## src/rtl/ibex_pkg.sv

```systemverilog
// rtl/ibex_pkg.sv - shared types for the instruction bus arbiter
package ibex_pkg;

  typedef enum logic {
    REQ_M0 = 1'b0,
    REQ_M1 = 1'b1
  } req_id_e;

  typedef enum logic {
    ARB_IDLE   = 1'b0,
    ARB_LOCKED = 1'b1
  } arb_state_e;

  function automatic req_id_e other_req(input req_id_e id);
    return (id == REQ_M0) ? REQ_M1 : REQ_M0;
  endfunction

endpackage

```

## src/rtl/ibex_instr_arb_id_fifo.sv

```systemverilog
// rtl/ibex_instr_arb_id_fifo.sv - FIFO of requester IDs awaiting a memory response
module ibex_instr_arb_id_fifo
  import ibex_pkg::*;
#(
  parameter int unsigned Depth    = 2,
  parameter bit          ResetAll = 1'b0
) (
  input  logic    clk_i,
  input  logic    rst_i,
  input  logic    push_i,
  input  req_id_e push_id_i,
  input  logic    pop_i,
  output logic    full_o,
  output logic    empty_o,
  output req_id_e head_o
);

  localparam int unsigned     PtrW    = (Depth > 1) ? $clog2(Depth) : 1;
  localparam int unsigned     CntW    = $clog2(Depth + 1);
  localparam logic [PtrW-1:0] LastPtr = PtrW'(Depth - 1);
  localparam logic [CntW-1:0] CntMax  = CntW'(Depth);

  logic [PtrW-1:0] wr_ptr;
  logic [PtrW-1:0] rd_ptr;
  logic [CntW-1:0] count;
  req_id_e         mem [Depth];
  logic            do_push;
  logic            do_pop;

  function automatic logic [PtrW-1:0] incr(input logic [PtrW-1:0] p);
    return (p == LastPtr) ? '0 : p + 1'b1;
  endfunction

  assign full_o  = (count == CntMax);
  assign empty_o = (count == '0);
  assign head_o  = mem[rd_ptr];
  assign do_pop  = pop_i & ~empty_o;
  // A full FIFO still takes a push when the head leaves in the same cycle.
  assign do_push = push_i & (~full_o | do_pop);

  always_ff @(posedge clk_i) begin
    if (rst_i) begin
      wr_ptr <= '0;
      rd_ptr <= '0;
      count  <= '0;
    end else begin
      if (do_push) wr_ptr <= incr(wr_ptr);
      if (do_pop)  rd_ptr <= incr(rd_ptr);
      case ({do_push, do_pop})
        2'b10:   count <= count + 1'b1;
        2'b01:   count <= count - 1'b1;
        default: count <= count;
      endcase
    end
  end

  always_ff @(posedge clk_i) begin
    if (ResetAll && rst_i) begin
      for (int i = 0; i < int'(Depth); i++) mem[i] <= REQ_M0;
    end else if (do_push) begin
      mem[wr_ptr] <= push_id_i;
    end
  end

endmodule

```

## src/rtl/ibex_instr_bus_arbiter.sv

```systemverilog
// rtl/ibex_instr_bus_arbiter.sv - round-robin arbiter sharing one instruction port
// between the prefetch buffer (m0) and the debug/loader port (m1).
module ibex_instr_bus_arbiter
  import ibex_pkg::*;
#(
  parameter int unsigned MaxOutstanding = 2,
  parameter bit          ResetAll       = 1'b0
) (
  input  logic        clk_i,
  input  logic        rst_i,

  input  logic        m0_req_i,
  output logic        m0_gnt_o,
  input  logic [31:0] m0_addr_i,
  output logic        m0_rvalid_o,
  output logic [31:0] m0_rdata_o,
  output logic        m0_err_o,

  input  logic        m1_req_i,
  output logic        m1_gnt_o,
  input  logic [31:0] m1_addr_i,
  output logic        m1_rvalid_o,
  output logic [31:0] m1_rdata_o,
  output logic        m1_err_o,

  output logic        instr_req_o,
  input  logic        instr_gnt_i,
  output logic [31:0] instr_addr_o,
  input  logic        instr_rvalid_i,
  input  logic [31:0] instr_rdata_i,
  input  logic        instr_err_i,

  output logic        busy_o,
  output logic        resp_orphan_o
);

  arb_state_e state_q, state_d;
  req_id_e    rr_q;
  req_id_e    lock_id_q;
  req_id_e    winner;
  req_id_e    head;
  logic       req_any;
  logic       grant;
  logic       route;
  logic       fifo_full;
  logic       fifo_empty;

  always_comb begin
    state_d = state_q;
    winner  = lock_id_q;
    req_any = 1'b0;
    unique case (state_q)
      ARB_IDLE: begin
        if (m0_req_i && m1_req_i) winner = rr_q;
        else if (m1_req_i)        winner = REQ_M1;
        else                      winner = REQ_M0;
        req_any = (m0_req_i | m1_req_i) & ~fifo_full;
        if (req_any && !instr_gnt_i) state_d = ARB_LOCKED;
      end
      ARB_LOCKED: begin
        // The memory side already sees this request; it must not change.
        winner  = lock_id_q;
        req_any = 1'b1;
        if (instr_gnt_i) state_d = ARB_IDLE;
      end
    endcase
  end

  assign instr_req_o   = req_any & ~rst_i;
  assign instr_addr_o  = (winner == REQ_M1) ? m1_addr_i : m0_addr_i;
  assign grant         = instr_req_o & instr_gnt_i;
  assign m0_gnt_o      = grant & (winner == REQ_M0);
  assign m1_gnt_o      = grant & (winner == REQ_M1);

  assign route         = instr_rvalid_i & ~fifo_empty & ~rst_i;
  assign m0_rvalid_o   = route & (head == REQ_M0);
  assign m1_rvalid_o   = route & (head == REQ_M1);
  assign m0_rdata_o    = instr_rdata_i;
  assign m1_rdata_o    = instr_rdata_i;
  assign m0_err_o      = instr_err_i;
  assign m1_err_o      = instr_err_i;
  assign resp_orphan_o = instr_rvalid_i & fifo_empty & ~rst_i;
  assign busy_o        = ~rst_i & (~fifo_empty | m0_req_i | m1_req_i);

  always_ff @(posedge clk_i) begin
    if (rst_i) begin
      state_q <= ARB_IDLE;
      rr_q    <= REQ_M0;
    end else begin
      state_q <= state_d;
      if (grant) rr_q <= other_req(winner);
    end
  end

  always_ff @(posedge clk_i) begin
    if (ResetAll && rst_i) begin
      lock_id_q <= REQ_M0;
    end else if (state_q == ARB_IDLE) begin
      lock_id_q <= winner;
    end
  end

  ibex_instr_arb_id_fifo #(
    .Depth    (MaxOutstanding),
    .ResetAll (ResetAll)
  ) u_id_fifo (
    .clk_i     (clk_i),
    .rst_i     (rst_i),
    .push_i    (grant),
    .push_id_i (winner),
    .pop_i     (instr_rvalid_i & ~rst_i),
    .full_o    (fifo_full),
    .empty_o   (fifo_empty),
    .head_o    (head)
  );

endmodule

```

## config.mk

```make
export PLATFORM = sky130hd
export DESIGN_NAME = ibex_instr_bus_arbiter
export DESIGN_NICKNAME = d
export VERILOG_FILES = /design/src/rtl/ibex_pkg.sv /design/src/rtl/ibex_instr_arb_id_fifo.sv /design/src/rtl/ibex_instr_bus_arbiter.sv
export SDC_FILE = /design/constraint.sdc
export NUM_CORES = 1
export LEC_CHECK = 0
export BUFFER_PORTS_ARGS = -buffer_cell sky130_fd_sc_hd__clkbuf_2
export CORE_AREA = 4 4 95 61
export DETAILED_ROUTE_END_ITERATION = 8
export DIE_AREA = 0 0 99 65
export GPL_TIMING_DRIVEN = 1
export PLACE_DENSITY_LB_ADDON = 0.1
export SETUP_SLACK_MARGIN = 0.1
export SYNTH_ARGS = -nofsm -noshare
export SYNTH_HDL_FRONTEND = slang
export SYNTH_HIERARCHICAL = 1
export SYNTH_SLANG_ARGS = --single-unit
```

## constraint.sdc

```tcl
create_clock -name clk_i -period 2.5 [get_ports clk_i]
set_input_delay 0.125 -clock clk_i [delete_from_list [all_inputs] [get_ports clk_i]]
set_output_delay 0.125 -clock clk_i [all_outputs]
set_load 0.02 [all_outputs]
```

# --- Word-level counts from Yosys, hierarchy flattened ---
# Memory sizes are Yosys's and may differ from the RTL's. A register that Yosys moved wholly into a read port is not among the register bits.
# Index checks and enable logic that the tools add are counted.
# Widths: inputs -> output; s select.
word_totals:
  output_inout_bits: 105
  mem_count: 1
  register_bits: 7
  ram_bits: 2
  input_bits: 103
memory_table:
  columns: ["name", "words", "width", "rd", "rd_ports_with_merged_regs", "write_ports", "line", "source"]
  rows:
  - ["u_id_fifo.mem", 2, 1, 1, 1, 1, "ibex_instr_arb_id_fifo.sv:26", "req_id_e mem [Depth];"]
classes:
  eq_ne: 3
  bitwise: 25
  addsub: 4
  n_reduce_logical: 5
  mux: 16
op_table:
  columns: ["operator", "count"]
  rows:
  - ["$mux 32", 1]
  - ["$and 1x1->1", 15]
  - ["$mux 1", 11]
  - ["$not 1->1", 6]
  - ["$pmux 1 s2", 3]
  - ["$eq 2x2->1 const B", 2]
  - ["$or 1x1->1", 4]
  - ["$pmux 2 s2", 1]
  - ["$add 1x1->1 const B", 2]
  - ["$add 2x1->2 const B", 1]
  - ["$eq 2x1->1 const B", 1]
  - ["$logic_and 1x1->1", 2]
  - ["$logic_not 2->1", 1]
  - ["$reduce_bool 2->1", 1]
  - ["$sub 2x1->2 const B", 1]
  - ["$logic_not 1->1", 1]

# --- Logic depth before layout (Yosys ltp) ---
# Gate-level depths: netlist of the first run.
depth:
  word_depth: 9
  depth_mapped: 10

# --- Cells and area by module ---
# The synthesis of the first run kept the hierarchy.
by_module_without_submodules:
  columns: ["module", "area_per_inst_um2", "n_inst", "cells_each"]
  rows:
  - ["ibex_instr_bus_arbiter", 1228.7, 1, 125]
  - ["ibex_instr_arb_id_fifo", 324.1, 1, 30]

# --- Least setup slack after synthesis of the first run ---
# No wires, ideal clock.
synth_path:
  path_kind: "reg-to-reg"
  from: "reg u_id_fifo.count[0]"
  to: "reg u_id_fifo.count[1]"
  synth_period_minus_slack_ns: 1.987
  arrival_time_ns: 1.918
  path_stages_with_launch: 10
  setup_slack_ns: 0.513
  path_buffers: 1
  cell_sequence: "dfxtp_1 -> buf_6 -> nor2_1 -> o21bai_1 -> a211o_1 -> inv_1 -> o31ai_4 -> ha_1 -> or3_1 -> a21oi_1"
synth_between:
  elab_chain_cells: 9
  elab_cells_between_ends: 17
  classes_between: "add/sub (2); eq/ne (3); mux (2); bitwise (8); reduce/logical (2)"
synth_rtl:
  columns: ["item", "line", "source"]
  rows:
  - ["start: declaration", "ibex_instr_arb_id_fifo.sv:25", "logic [CntW-1:0] count;"]
  - ["start signal: assignment", "ibex_instr_arb_id_fifo.sv:50", "2'b10: count <= count + 1'b1;"]
  - ["start signal: assignment", "ibex_instr_arb_id_fifo.sv:51", "2'b01: count <= count - 1'b1;"]
  - ["start signal: assignment", "ibex_instr_arb_id_fifo.sv:52", "default: count <= count;"]
  - ["$eq 2x2->1 (*)", "ibex_instr_arb_id_fifo.sv:34", "assign full_o = (count == CntMax);"]
  - ["via fifo_full", "ibex_instr_bus_arbiter.sv:45", "logic fifo_full;"]
  - ["$not 1->1 (*)", "ibex_instr_bus_arbiter.sv:57", "req_any = (m0_req_i | m1_req_i) & ~fifo_full;"]
  - ["$and 1x1->1 (*)", "ibex_instr_bus_arbiter.sv:57", null]
  - ["$pmux 1 s2 (*)", "ibex_instr_bus_arbiter.sv:52", "unique case (state_q)"]
  - ["$and 1x1->1 (*)", "ibex_instr_bus_arbiter.sv:69", "assign instr_req_o = req_any & ~rst_i;"]
  - ["$and 1x1->1 (*)", "ibex_instr_bus_arbiter.sv:71", "assign grant = instr_req_o & instr_gnt_i;"]
  - ["via grant", "ibex_instr_bus_arbiter.sv:43", "logic grant;"]
  - ["$and 1x1->1 (*)", "ibex_instr_arb_id_fifo.sv:39", "assign do_push = push_i & (~full_o | do_pop);"]
  - ["$eq 2x1->1 or $eq 2x2->1 (tied branches)", "ibex_instr_arb_id_fifo.sv:49", "case ({do_push, do_pop})"]
  - ["$pmux 2 s2 or $reduce_bool 2->1 (tied branches)", null, null]
# Mark *: on every way through the listed nets, which the timed path passes. The rest lies on a longest branch.
# A chain may end at the register's enable or synchronous reset.

# --- Final worst setup path of the first run ---
# Same ends and word-level chain as after synthesis.

==> summary by stage, run 1 <==
Global routing
The pin count of the biggest net entering global routing is 27. The remaining global-route overflow is 0. The number of antenna violations at the first check in global routing was 0. The first global-routing pass estimated 6216 µm of wire. The global routing usage summed across all routing layers is 0.1187. The via count of the first global-routing pass is 1216.

STA
For the pin with the worst max-slew slack, the measured transition is 0.4978 ns. The final clock period utilization by the worst path is 0.8873. Setup repair after global routing left no endpoint under its margin.

Setup violations remaining at the end of the flow were counted as 0. The worst clock skew is 0.0009035 ns. The final count of pins violating max slew came to 0.

The number of hold violations in the final report is 0. Headroom to the max-slew limit came out at 0.6669. The highest clock rate is 0.4508 GHz.

The minimum clock period is 2.218 ns. The aggregate negative setup slack is 0 ns.

Setup path
The data required time of the worst path is 2.67 ns. The largest single stage delay on the critical path is 0.48 ns. The arrival time of the worst setup path is 2.39 ns. The worst reg-to-reg setup slack is 0.28 ns. The worst-path cell with the longest stage delay is dfxtp_1. Along the worst path, the maximum fanout reaches 6. STA classifies the critical path startpoint as a flip-flop.

The signal on the critical path passes through nor2_1, o21bai_1, a211o_1, inv_1, o31ai_4, ha_1, or3_1, a21oi_1. The critical path start-end classification is flip-flop to flip-flop. The endpoint type of the worst setup path is a flip-flop.

Drt
For this block, the via count after detailed routing is 1125. The first-pass iteration count of the detailed router is 3. The DRC violation count after routing is 0.

The number of vias per cell is 4.261. In this run the remaining antenna-violating nets after routing total 0. Dividing the detail-routed wire length by the instance count gives 15.69 µm. Summed over all layers, the routed wires come to 4141 µm. The iteration-0 DRC count of the detailed router is 45.

Synthesis
Synthesis produced a netlist with a net count of 259. Yosys attributes the largest share of cell area to buf_4 (32%), mux2_4 (26%), dfxtp_1 (9.0%), edfxtp_1 (5.8%), mux2_2 (5.1%). Counting every instance in the synthesized netlist gives 155. buf_4 takes more of the synthesized area than any other cell. During synthesis, Yosys emitted a total of 6 warnings.

The post-synthesis area per instance is 10.02 µm². After synthesis the cells add up to 0.001553 mm². The number of enable-type register cells in the synthesized netlist is 3. Among all cell types in the netlist, the one instantiated most often is buf_4. Of the post-synthesis cell area, the dominant cell type holds 0.3191.

After synthesis the netlist holds a flip-flop and latch count of 10. By count the netlist is led by buf_4 (66), mux2_4 (27), nor2_1 (11), dfxtp_1 (7), mux2_2 (7). The number of distinct standard cells referenced by the synthesized netlist is 31.

The share of async-settable or async-resettable flops after synthesis is 0. Among all flip-flop cells after synthesis, the most frequent one is dfxtp_1. The post-synthesis sequential area ratio is 0.1483.

Pwr
The worst supply voltage drop on vdd is 197.3 µV. The total design power is 778.7 µW. Power spread over the standard cell area amounts to 463.8 mW/mm². The leakage power summed over all cells is 0.9210 nW.

Clock network
The number of sinks handled by clock tree synthesis is 10. The maximum buffer depth of the clock tree is 2. In this run, post-CTS hold repair placed 0 buffers. The cell at the root of the clock tree is clkbuf_8.

The number of buffers added for setup after CTS is 0. The number of levels in the clock H-tree is 1. The worst-skew pair later-pin latency is 0.23 ns. The count of cells resized by post-cts repair is 0. TritonCTS built the clock tree.

The total clock buffers created by CTS is 3. The CTS clock-pin slew for the worst setup and hold paths is 0.05 ns.

Cells and area
In the final layout, the share of cells above drive strength 1 is 0.7677. The area occupied by multi-input gates is 742.0 µm². The number of nets in the finished design is 303. The combined flip-flop and latch cell area is 230.2 µm². The signed area change from the synthesized netlist to the final layout is 8.139%. The layout has 519 filler cells. The diode insertion count for antenna repair is 0.

Min path
The class of the tightest hold or removal check is input pin to flip-flop.

Placed design
The placer congestion estimate is 0.7595. After legalization and detailed placement, the total HPWL measured 3709 µm. The total of buffers placed on input and output ports is 108.

Die
The die area is 0.006435 mm². The count of standard-cell rows is 20. The die is 65 µm tall. The die is 99 µm wide. The number of ports placed on the die boundary is 208. The initial utilization of the core area, before any placement, comes to 0.3150. The core area is 0.004930 mm².

Job
The total of max-cap violations is 0.

Outcome
The flow ran to the end, and the final reports show no timing, DRC or antenna violations.
-- logic make-up (layout without fill, tap and decap cells) --
logic type / after synthesis / in the layout / share of synthesized area
buf+inv: 75 / 118 / 0.3739
mux: 35 / 35 / 0.3183
simple gates: 22 / 22 / 0.08139
flops: 10 / 10 / 0.1483
compound gates: 9 / 9 / 0.05318
xor+xnor: 3 / 3 / 0.01692
fa+ha+maj: 1 / 1 / 0.008057
-- worst max-delay path, delay by kind of cell (launching register included) --
kind / cells / cell delay [ns]
AO/OA/AOI/OAI: 4 / 0.78
flip-flops: 1 / 0.48
AND/OR/NAND/NOR: 2 / 0.43
adder cells (fa/ha/maj): 1 / 0.36
buffers and inverters: 1 / 0.11
-- routing by layer --
metal	part of all wire	GRT usage	up-vias
li1	-	-	532
met1	0.35	0.1297	484
met2	0.47	0.1898	89
met3	0.16	0.07204	20
met4	0.016	0.04259	0
met5	0	0	-
-- path summary, 6_finish.rpt --
kind | start | end | depth (start not counted)
worst max register to register | u_id_fifo/count[0]$_SDFFE_PP0P_ | u_id_fifo/count[1]$_SDFFE_PP0P_ | 8
worst max-delay path | u_id_fifo/count[0]$_SDFFE_PP0P_ | u_id_fifo/count[1]$_SDFFE_PP0P_ | 8
worst min-delay path | instr_gnt_i | state_q$_SDFF_PP0_ | 3
worst min register to register | u_id_fifo/rd_ptr$_SDFFE_PP0P_ | u_id_fifo/rd_ptr$_SDFFE_PP0P_ | 2
-- registers in the layout (all words and copies together), names as in the netlist, named ones only --
register,flops
u_id_fifo/count,2
u_id_fifo/mem,2
lock_id_q,1
rr_q,1
state_q,1
u_id_fifo/rd_ptr,1
u_id_fifo/wr_ptr,1
-- power breakdown --
part           leakage [nW]  total [mW]  switching [mW]  internal, mW
Clock                0.0228       0.175          0.0631         0.112
Combinational         0.811       0.407           0.205         0.201
Sequential           0.0868       0.197          0.0137         0.183
-- cell type report --
cell class              count  share of cell area
flip-flops and latches     10              0.1371
multi-input cells          70              0.4419
clock buffers               4             0.02683
repair buffers            109              0.3338
well taps                  66             0.04918
inverters                   5             0.01118
-- cell usage in the layout, fill, tap and decap left out, types with 2 or more instances in the layout --
| cell type | instances |
|---|---|
| inv_1 | 4 |
| mux2_4 | 27 |
| nor2b_1 | 2 |
| and2_1 | 2 |
| mux2_2 | 7 |
| nor2_1 | 11 |
| clkbuf_8 | 3 |
| clkbuf_2 | 108 |
| dfxtp_1 | 7 |
| xnor2_1 | 2 |
| a21oi_1 | 3 |
| edfxtp_1 | 3 |
-- metrics by stage --
step | std cells | area (µm²) | worst slack [ns] | hold slack (ns) | utilization
4_1_cts | 264 | 1679 | 0.2866 | 0.1663 | 0.3406
5_1_grt | 264 | 1679 | 0.1303 | 0.1847 | 0.3406
3_5_place_dp | 260 | 1634 | 0.3019 | 0.2502 | 0.3315
2_1_floorplan | 155 | 1553 | 0.5125 | 0.1941 | -
6_report | 264 | 1679 | 0.2817 | 0.1704 | 0.3406
3_3_place_gp | 260 | 1634 | 0.3768 | 0.2502 | 0.3315
No activity file was read; power rests on OpenSTA's default activity.
==> run 2: changes to the inputs <==
- MAX_ROUTING_LAYER: unset -> met4
==> run 2 against run 1 <==
  * Clock skew hardly changed
  * Hold slack worse by 0.0020 ns
  * Utilization stayed put
  * Register-to-register slack about the same
  * Wire length is 0.85% higher
  * Non-clock buffer count did not move
  * Clock power barely moved
  * Die area unchanged
  * Cell area stayed put
  * Critical endpoint unchanged
  * Highest routed layer unchanged
==> summary by stage, run 2 (synthesized netlist as in run 1, its figures left out) <==
Pwr
The analysis attributes to cell leakage a power of 0.9210 nW. The areal power density over the cells is 463.9 mW/mm². The worst supply voltage drop on vdd is 197.2 µV.

Die
The floorplan step set the die height to 65 µm. The starting utilization of the core area is 0.3150. The initialized floorplan defines 20 standard-cell rows. For this design the top-level I/O count stands at 208. The die area is 0.006435 mm². From left edge to right edge, the die measures 99 µm.

The region available for standard cell placement spans 0.004930 mm².

Clock network
The clock reaches the later pin of the worst-skew pair after 0.23 ns. The count of cells resized by post-cts repair is 0. The number of levels in the clock H-tree is 1. The post-cts hold buffer count is 0. The total clock buffers created by CTS is 3. The maximum buffer depth of the clock tree is 2. The clock tree from TritonCTS is yes.

The cell at the root of the clock tree is clkbuf_8. The number of sinks handled by clock tree synthesis is 10. After clock tree synthesis, the clock-pin slew on the worst setup and hold paths is 0.05 ns. The number of buffers added for setup after CTS is 0.

Setup path
The largest single stage delay on the critical path is 0.49 ns. The worst setup path is captured at a flip-flop. The worst setup path is launched from a flip-flop. Data on the critical path arrives at its endpoint at 2.40 ns.

The critical path start-end classification is flip-flop to flip-flop. The worst-path cell with the longest stage delay is dfxtp_1. Data on the critical path is required at its endpoint by 2.67 ns. Traced cell by cell, the critical path runs through nor2_1, o21bai_1, a211o_1, inv_1, o31ai_4, ha_1, or3_1, a21oi_1. Along the worst path, the maximum fanout reaches 6.

Cells and area
The library cell used most frequently in the layout, excluding fill and tap cells, is clkbuf_2. The diode insertion count for antenna repair is 0. The signed area change from the synthesized netlist to the final layout is 8.139%. In the final layout, the registers with the most flip-flops are u_id_fifo/count x2, u_id_fifo/mem x2. The number of filler cells placed in the layout is 519. The fraction of final layout cells sized beyond drive strength 1 is 0.7677. In the layout the commonest cells are clkbuf_2 (108), mux2_4 (27), nor2_1 (11). For this run, the post-layout net count is 303.

STA
The worst-case setup margin in the final layout is 0.2687 ns. Of the available clock period, the critical path in the final layout requires 0.8925. The relative slew slack is 0.6704. The number of hold violations in the final report came to 0.

Setup repair after global routing left no endpoint under its margin. At the pin with the least slew margin, the transition time is 0.4925 ns. The minimum clock period is 2.231 ns. The highest clock rate is 0.4482 GHz.

The final count of pins violating max slew was 0. For the final routed database, the setup TNS stands at 0 ns. The total setup violations reported at the end of the flow is 0. The worst clock skew is 0.0009780 ns.

Drt
The iteration-0 DRC count of the detailed router is 45. The number of nets still failing antenna checks after routing is 0. After detailed routing, the number of remaining DRC violations is 0. The routed wire length is 4176 µm.

The via count is 1127. The routed wire length per instance is 15.82 µm. The number of vias per cell is 4.269. The first-pass iteration count of the detailed router is 4.

Job
The tool flagged a number of max-cap violations equal to 0.

Global routing
The via count of the first global-routing pass is 1207. The pin count of the biggest net entering global routing is 27. The global routing usage summed across all routing layers is 0.1229. The number of antenna violations at the first check in global routing came to 0. The wire length of the first global-routing pass is 6272 µm. The remaining global-route overflow is 0.

Placed design
The placer congestion estimate is 0.7695. The total of buffers placed on input and output ports is 108. At the placement stage, the worst setup path has a slack of 0.3019 ns.

The HPWL after detailed placement is 3709 µm.

Outcome
The run finished with clean final reports.

Min path
The path class of the tightest hold or removal check is input pin to flip-flop.
==> run 2: per-layer routing <==
metal | vias to the layer above | GRT usage | share of wire
li1 | 530 | - | -
met1 | 488 | 0.1341 | 0.36
met2 | 93 | 0.1923 | 0.47
met3 | 16 | 0.06882 | 0.16
met4 | 0 | 0.03748 | 0.014
met5 | - | - | 0
==> run 2: worst max-delay path: cells and delay by family, from the launching register on <==
family,cells,cell delay (ns)
AOI/OAI and AO/OA,4,0.78
DFF,1,0.49
and+or+nand+nor,2,0.43
adders and majority gates,1,0.36
buffers and inverters,1,0.11
==> run 2: power by group <==
part,internal (mW),switching [mW],total [mW],leakage [nW]
registers,0.183,0.0140,0.197,0.0868
clock network,0.112,0.0628,0.174,0.0228
logic,0.201,0.206,0.407,0.811
total,0.497,0.282,0.779,0.921
==> run 2: path summary, 6_finish.rpt <==
path	startpoint	endpoint	slack [ns]	cells past startpoint
min reg2reg	u_id_fifo/rd_ptr$_SDFFE_PP0P_	u_id_fifo/rd_ptr$_SDFFE_PP0P_	0.52	2
max	u_id_fifo/count[0]$_SDFFE_PP0P_	u_id_fifo/count[1]$_SDFFE_PP0P_	0.27	8
max reg2reg	u_id_fifo/count[0]$_SDFFE_PP0P_	u_id_fifo/count[1]$_SDFFE_PP0P_	0.27	8
min	instr_gnt_i	state_q$_SDFF_PP0_	0.17	3
==> run 2: through the flow <==
step / instances / total power, mW / util / area (µm²) / hold WS, ns
2_1_floorplan: 155 / 0.6438 / - / 1553 / 0.1941
3_3_place_gp: 260 / 0.6048 / 0.3315 / 1634 / 0.2502
5_1_grt: 264 / 0.8255 / 0.3406 / 1679 / 0.1847
4_1_cts: 264 / 0.7897 / 0.3406 / 1679 / 0.1663
6_report: 264 / 0.7790 / 0.3406 / 1679 / 0.1684
3_5_place_dp: 260 / 0.6111 / 0.3315 / 1634 / 0.2502
==> run 2: cell type report <==
class                   count  area, µm²  share of cell area
flip-flops and latches     10      230.2              0.1371
repair buffers            109      560.5              0.3338
clock buffers               4      45.04             0.02683
inverters                   5      18.77             0.01118
well taps                  66      82.58             0.04918
multi-input cells          70      742.0              0.4419
==> run 3: changes to the inputs <==
- CTS_CLUSTER_DIAMETER: unset -> 150
- PLACE_DENSITY: unset -> 0.81
- PLACE_DENSITY_LB_ADDON: 0.1 -> unset
==> run 3 against run 2 <==
  * Wire length is 9.3% lower
  * Combinational power about the same
  * Global-route usage shrank 1.4 points
  * First-iteration DRC count shrank 64%
  * Critical endpoint unchanged
  * Via count rose by 0.80%
  * Register-to-register slack improved by 0.03 ns
  * Clock skew about the same
  * Clock power about the same
  * Total power shrank 0.42%
==> summary by stage, run 3 (synthesized netlist as in run 1, its figures left out) <==
Outcome
The flow ran to the end, and the final reports show no timing, DRC or antenna violations.

Drt
Summing over every cut layer, the via total after detailed routing is 1136. The DRC violation count after routing is 0. Dividing the detail-routed via count by the number of cells gives 4.303. The iteration-0 DRC count of the detailed router is 16. The routed wire length is 3789 µm. For this run, the detailed router's first-pass iteration total came to 3. The routed wire length per instance is 14.35 µm.

The detail route stage leaves a number of antenna-violating nets equal to 0.

Cells and area
The diode insertion count for antenna repair is 0. Of the cells placed in the final design, the portion with a size suffix greater than 1 is 0.7677. In the layout the commonest cells are clkbuf_2 (108), mux2_4 (27), nor2_1 (11).

After routing the design area is 0.001679 mm². The most common library cell in the layout ignoring fill and taps is clkbuf_2. The largest registers in the layout are u_id_fifo/count x2, u_id_fifo/mem x2. After the last flow step, the layout net total stands at 303. From synthesis to final layout, the design area changed by 8.139%.

Global routing
The number of antenna violations at the first check in global routing is 0. The remaining global-route overflow is 0. The via count of the first global-routing pass is 1127. The pin count of the biggest net entering global routing is 29. The first global-routing pass estimated 5395 µm of wire. The global routing usage summed across all routing layers is 0.1085.

STA
Setup repair after global routing left no endpoint under its margin. The worst pin sits at a relative slew slack of 0.6748. The transition time at the pin with the least slew margin is 0.4868 ns. The aggregate negative setup slack is 0 ns. The total setup violations reported at the end of the flow is 0. The smallest clock period supported by the final layout is computed as 2.203 ns.

The number of hold violations in the final report is 0. Clock skew on the completed layout was measured at 0.001100 ns. Based on the critical path, the design can be clocked at up to 0.4539 GHz. The final count of pins violating max slew is 0.

The final clock period utilization by the worst path is 0.8813.

Clock network
The count of cells resized by post-cts repair is 0. After clock tree synthesis, the clock-pin slew on the worst setup and hold paths is 0.05 ns. The post-cts hold buffer count is 0. The clock drives 10 sinks. The number of buffers added for setup after CTS is 0. In this run the number of H-tree levels came out at 1. TritonCTS built the clock tree. The clock reaches the later pin of the worst-skew pair after 0.24 ns. The clock passes through at most 2 buffers. The total clock buffers created by CTS is 3.

Clock tree synthesis selected as its root buffer the cell clkbuf_8.

Placed design
Buffers placed on the I/O ports in this run total 108. The total cell area at the placement stage is 0.001634 mm². Once detailed placement completed, the half-perimeter wirelength came to 3332 µm. The congestion estimate from routability-driven global placement came to 0.7518.

Pwr
Total power for the finished layout comes to 775.7 µW. In this run the power density over the cells is 462.0 mW/mm². The leakage power summed over all cells is 0.9210 nW. The worst supply voltage drop on vdd is 198.6 µV.

Min path
The tightest min-delay check is of the input pin to flip-flop type. The endpoint with the worst hold slack is state_q$_SDFF_PP0_. The worst hold path begins at instr_gnt_i. The worst hold path passes through 3 cells.

Setup path
On the worst path, the slowest cell contributes a delay of 0.49 ns. The worst setup path is launched from a flip-flop. The startpoint identified for the worst register-to-register timing path is u_id_fifo/count[0]$_SDFFE_PP0P_. The data required time of the worst path is 2.67 ns. The setup path with the least slack is of type flip-flop to flip-flop. In this design, the largest share of critical-path delay is due to compound AO/OA/AOI/OAI gates. The count of buffering cells on the critical path with inverters included is 1.

In this run the worst path has a maximum fanout of 6. The worst register-to-register path has a depth of 8. Across all register-to-register paths, the minimum setup slack is 0.30 ns.

The endpoint of the worst register-to-register path is u_id_fifo/count[1]$_SDFFE_PP0P_. The arrival time of the worst setup path is 2.37 ns. The worst-path cell with the longest stage delay is dfxtp_1. The worst setup path is captured at a flip-flop. Walking the worst path, the cells encountered are nor2_1, o21bai_1, a211o_1, inv_1, o31ai_4, ha_1, or3_1, a21oi_1.

Die
The height of the die is 65 µm. The starting utilization of the core area is 0.3150. The width of the die is 99 µm.

208 I/O pins were placed. The die area is 0.006435 mm². The core area is 0.004930 mm². The count of standard-cell rows is 20.

Job
The tool flagged a number of max-cap violations equal to 0.
-- run 3: cell counts in the layout (fill, tap and decap cells not counted) --
Identical to the previous run, type by type.
-- run 3: where the power goes --
part,internal (mW),switching (mW)
Sequential,0.183,0.0137
Clock,0.112,0.0629
Combinational,0.201,0.203
Total,0.496,0.279
-- run 3: worst max path at each step --
stage                                         start                              end  slack (ns)  depth (start not counted)
finish              u_id_fifo/count[0]$_SDFFE_PP0P_  u_id_fifo/count[1]$_SDFFE_PP0P_        0.30                          8
global route        u_id_fifo/count[0]$_SDFFE_PP0P_  u_id_fifo/count[1]$_SDFFE_PP0P_        0.18                          8
CTS                 u_id_fifo/count[0]$_SDFFE_PP0P_  u_id_fifo/count[1]$_SDFFE_PP0P_        0.28                          8
detailed placement  u_id_fifo/count[0]$_SDFFE_PP0P_  u_id_fifo/count[1]$_SDFFE_PP0P_        0.30                          8
global placement    u_id_fifo/count[0]$_SDFFE_PP0P_  u_id_fifo/count[1]$_SDFFE_PP0P_        0.39                          8
floorplan           u_id_fifo/count[0]$_SDFFE_PP0P_  u_id_fifo/count[1]$_SDFFE_PP0P_        0.51                          9
-- run 3: layout make-up --
type | count | area [µm²]
Fill cell | 521 | 3251
Tap cell | 66 | 82.58
Inverter | 5 | 18.77
Sequential cell | 10 | 230.2
Multi-Input combinational cell | 70 | 742.0
Clock buffer | 4 | 45.04
Timing Repair Buffer | 109 | 560.5
-- run 3: stage by stage --
stage | util | instances | hold WS, ns | setup slack, ns
after floorplan | - | 155 | 0.1941 | 0.5125
after global placement | 0.3315 | 260 | 0.2502 | 0.3932
after detailed placement | 0.3315 | 260 | 0.2502 | 0.2969
after CTS | 0.3406 | 264 | 0.1620 | 0.2835
after global routing | 0.3406 | 264 | 0.1652 | 0.1843
final | 0.3406 | 264 | 0.1653 | 0.2966
-- run 3: routing by layer --
layer / vias to the layer above / GRT usage / share of wire
met5: - / - / 0
met4: 0 / 0.02385 / 0.0069
met3: 7 / 0.08495 / 0.19
met2: 111 / 0.1706 / 0.47
met1: 489 / 0.1067 / 0.33
li1: 529 / - / -
-- run 3: worst min-delay path, cell delays in order --
cell	delay, ns
clkbuf_2	0.08
inv_1	0.05
and2_1	0.11
